[config.mk]
export PLATFORM = sky130hd
export DESIGN_NAME = bcd_seg_scan_2digit
export DESIGN_NICKNAME = d
export VERILOG_FILES = /design/src/rtl/bcd_seg_scan_2digit.sv
export SDC_FILE = /design/constraint.sdc
export NUM_CORES = 1
export LEC_CHECK = 0
export CORE_UTILIZATION = 39
export CTS_BUF_LIST = sky130_fd_sc_hd__clkbuf_16
export DETAILED_ROUTE_END_ITERATION = 10
export GPL_ROUTABILITY_DRIVEN = 0
export PLACE_DENSITY = 0.67
export SYNTH_ARGS = -nofsm -noshare
export SYNTH_HDL_FRONTEND = slang
export SYNTH_SLANG_ARGS = --single-unit
[constraint.sdc]
create_clock -name clk -period 2.8 [get_ports clk]
set_input_delay 0.56 -clock clk [delete_from_list [all_inputs] [get_ports clk]]
set_output_delay 0.56 -clock clk [all_outputs]
set_load 0.02 [all_outputs]
[src/rtl/bcd_seg_scan_2digit.sv]
// Two-digit multiplexed seven-segment driver fed by the binary-to-BCD encoder.
// Optional build macro LEADING_ZERO_BLANK_EN darkens the tens digit when it is 0.
module bcd_seg_scan_2digit #(
  parameter int SCAN_DIV = 1000
) (
  input  logic       clk,
  input  logic       rst_n,
  input  logic [4:0] bcd,
  input  logic       valid,
  output logic [6:0] seg,
  output logic [1:0] dig_sel,
  output logic       err
);

  localparam int            CW  = $clog2(SCAN_DIV);
  localparam logic [CW-1:0] TC  = CW'(SCAN_DIV - 1);
  localparam logic [CW-1:0] ONE = CW'(1);

  typedef enum logic [1:0] {
    S_BLANK_U = 2'd0,
    S_UNITS   = 2'd1,
    S_BLANK_T = 2'd2,
    S_TENS    = 2'd3
  } state_t;

  state_t        state;
  logic [CW-1:0] div_cnt;
  logic [4:0]    disp_reg;
  logic          have_data;

  function automatic logic [6:0] seg_decode(input logic [3:0] d);
    case (d)
      4'd0:    return 7'h3F;
      4'd1:    return 7'h06;
      4'd2:    return 7'h5B;
      4'd3:    return 7'h4F;
      4'd4:    return 7'h66;
      4'd5:    return 7'h6D;
      4'd6:    return 7'h7D;
      4'd7:    return 7'h07;
      4'd8:    return 7'h7F;
      4'd9:    return 7'h6F;
      default: return 7'h00;
    endcase
  endfunction

  // Largest displayable value is 15, so tens=1 only allows units 0..5.
  function automatic logic bcd_legal(input logic [4:0] w);
    return (w[3:0] <= 4'd9) && !(w[4] && (w[3:0] > 4'd5));
  endfunction

  function automatic logic [6:0] tens_pattern(input logic t);
`ifdef LEADING_ZERO_BLANK_EN
    return t ? 7'h06 : 7'h00;
`else
    return t ? 7'h06 : 7'h3F;
`endif
  endfunction

  // Input capture: illegal words are dropped and flagged for one cycle.
  always_ff @(posedge clk or negedge rst_n) begin
    if (!rst_n) begin
      disp_reg  <= 5'd0;
      have_data <= 1'b0;
      err       <= 1'b0;
    end else begin
      err <= valid && !bcd_legal(bcd);
      if (valid && bcd_legal(bcd)) begin
        disp_reg  <= bcd;
        have_data <= 1'b1;
      end
    end
  end

  // Scan FSM: the lit digit is snapshotted only when leaving a blank slot,
  // so a capture in the middle of a digit slot never disturbs that slot.
  always_ff @(posedge clk or negedge rst_n) begin
    if (!rst_n) begin
      state   <= S_BLANK_U;
      div_cnt <= '0;
      seg     <= 7'h00;
      dig_sel <= 2'b00;
    end else begin
      case (state)
        S_BLANK_U: begin
          state   <= S_UNITS;
          div_cnt <= '0;
          dig_sel <= 2'b01;
          seg     <= have_data ? seg_decode(disp_reg[3:0]) : 7'h00;
        end
        S_UNITS: begin
          if (div_cnt == TC) begin
            state   <= S_BLANK_T;
            div_cnt <= '0;
            dig_sel <= 2'b00;
            seg     <= 7'h00;
          end else begin
            div_cnt <= div_cnt + ONE;
          end
        end
        S_BLANK_T: begin
          state   <= S_TENS;
          div_cnt <= '0;
          dig_sel <= 2'b10;
          seg     <= have_data ? tens_pattern(disp_reg[4]) : 7'h00;
        end
        S_TENS: begin
          if (div_cnt == TC) begin
            state   <= S_BLANK_U;
            div_cnt <= '0;
            dig_sel <= 2'b00;
            seg     <= 7'h00;
          end else begin
            div_cnt <= div_cnt + ONE;
          end
        end
        default: begin
          state   <= S_BLANK_U;
          div_cnt <= '0;
          dig_sel <= 2'b00;
          seg     <= 7'h00;
        end
      endcase
    end
  end

endmodule

==> reports/results.tsv <==
metric	value	unit
status	finished clean	
worst flop-to-flop path endpoint	seg[0]	
global-route wire length before repair	4570	um
Die W	62.3	um
Hold Slack	0.473	ns
max-slew violations	0	
CTS Hold Bufs	0	
synthesized area per cell	10.3	um2
fillers	329	
Chip Height	62.3	um
Worst Hold Class	register to register	
area leader, netlist	dfrtp_1	
Setup violations, final	0	
share of cells above drive strength 1	0.0828	
Setup crit end kind	primary output	
wire per inst	13.2	um
highest clock rate	554	MHz
initial antenna violation count	0	
Ports	18	
worst skew pair latency	0.26	ns
startpoint types	register	
Top Metal Used	met4	
RSZ-0062 raised after global routing	false	
# rows	21	
number of H-tree levels	1	
clk sinks	28	
root buffer cell	clkbuf_16	
area of the core	3420	um2
Final Routed Wirelength	2680	um
synthesis-to-layout area growth	20.4	%
max FFs per register	10	
Critical Path End	seg[1]	
Final period util	0.645	
setup_tns	0	ns
crit path DAT	1.25	ns
die area	3890	um2
met2 WL post-DR	1390	um
Setup Fix Bufs, Post-CTS	0	
Post-synth top cells	dfrtp_1, nand2_1, nor2_1	
CTS tree	built	
first-iteration detailed-routing DRC count	68	
CP Max Fanout	2	
Placement Setup Slack	0.794	ns
FF-to-FF Start	div_cnt[0]	
Post-synth EDFFs	0	
Ys Warns	0	
clock slew at reported path FFs	0.07	ns
DR pass1 iterations	4	
Mapped Cells	138	
register area	701	um2
Synth Flop Type	dfrtp_1	
Top delay family on crit path	buffers and inverters	
largest net degree at the start of global routing	29	
clock skew	0.000992	ns
Post-Syn Area	1420	um2
Final Hold Vio Count	0	
synthesis-stage register bit count	28	
footprint of the multi-input gates	673	um2
slowest stage delay, CP	0.62	ns
Setup WS post-layout	0.995	ns
fin nets	176	
P_leak	0.000741	uW
number of global-route vias before repair	1066	
Crit Path Class	register to primary output	
part of the Yosys area used for sequential elements	0.493	
Initial Util	0.416	
post-route ant nets	0	
FF-to-FF setup slack	1.06	ns
Worst VDD drop	0.334	mV
Worst slew margin	0.635	
gr usage total	0.149	
Pwr Density	525	nW/um2
post-synth net total	156	
Buf+Inv Stages, Crit Path	1	
Tmin final	1.81	ns
crit path launch	seg[1]	
Yosys top cell area share	0.493	
vias	1029	
metal3 WL	91	um
synth top area cells	dfrtp_1, ha_1, nand2_1	
count leader, synth	dfrtp_1	
vias per inst	5.07	
I/O Buffers	17	
CTS Buf Count	3	
actual slew at the worst max-slew pin	0.541	ns
Distinct cells, synth	36	
worst hold start	dig_sel[0]	
Max Cap Violations	0	
post_cts resized	0	
global route overflow	0	
worst reg2reg path depth	5	
ANT cells	0	
Tot Pwr	899	uW
DR DRC count	0	
Slowest-stage cell, CP	clkdlybuf4s50_1	
Crit path required time	2.24	ns
met1 WL	1190	um
dpl hpwl	1970	um
Critical Path Stages	1	
Max clock buf depth	2	
Post-synth ARST share	1.00	
chain of cells forming the critical path	clkdlybuf4s50_1	
[layout by cell type, fill, tap and decap left out, types with 2 or more instances in the layout]
cell              n
and2_1            2
dfrtp_1          28
clkbuf_16         3
nand3_1           3
nor2b_1           3
nor2_1           14
inv_1             6
ha_1             10
nand2_1          16
o21a_1            4
mux2_2            5
o21ai_0           9
clkdlybuf4s50_1  17
xnor2_1           4
o221ai_1          2
a21oi_1           5
xor2_1            3
nor3_1            4
[logic make-up after synthesis]
kind of cell	after synthesis	synth area share
and+or+nand+nor	50	0.164
AOI/OAI and AO/OA	28	0.132
xor gates and xnor gates	7	0.0432
muxes	6	0.0467
DFF	28	0.493
adders and majority gates	10	0.0881
buffers and inverters	9	0.0326
[where the power goes]
| part | total, uW | switching [uW] | leakage [uW] | internal, uW |
|---|---|---|---|---|
| registers | 452 | 26.7 | 0.000347 | 426 |
| clock network | 326 | 135 | 0.0000385 | 191 |
| logic | 120 | 58.4 | 0.000355 | 61.6 |
[worst min-delay path by stage]
stage,slack (ns),depth (start not counted),end
floorplan,0.26,0,dig_sel[0]
global placement,0.45,1,div_cnt[0]
detailed placement,0.46,2,dig_sel[0]
CTS,0.48,2,dig_sel[0]
global route,0.50,1,div_cnt[0]
finish,0.47,2,dig_sel[0]
[through the flow]
step                       util  std cells  area (um2)
after global routing      0.501        203        1710
after CTS                 0.501        203        1710
after detailed placement  0.478        199        1630
after floorplan               -        138        1420
after global placement    0.478        199        1630
final                     0.501        203        1710
[layer usage]
metal	global-route usage	vias up
li1	-	513
met3	0.0460	2
met1	0.166	495
met2	0.271	19
met5	0	-
met4	0.0436	0
[cell type report]
class,instances,share of cell area
well taps,46,0.0337
repair buffers,18,0.104
multi-input cells,101,0.394
clock buffers,3,0.0439
flip-flops and latches,28,0.410
clock inverters,1,0.00219
inverters,6,0.0132
No activity file was read; power rests on OpenSTA's default activity.
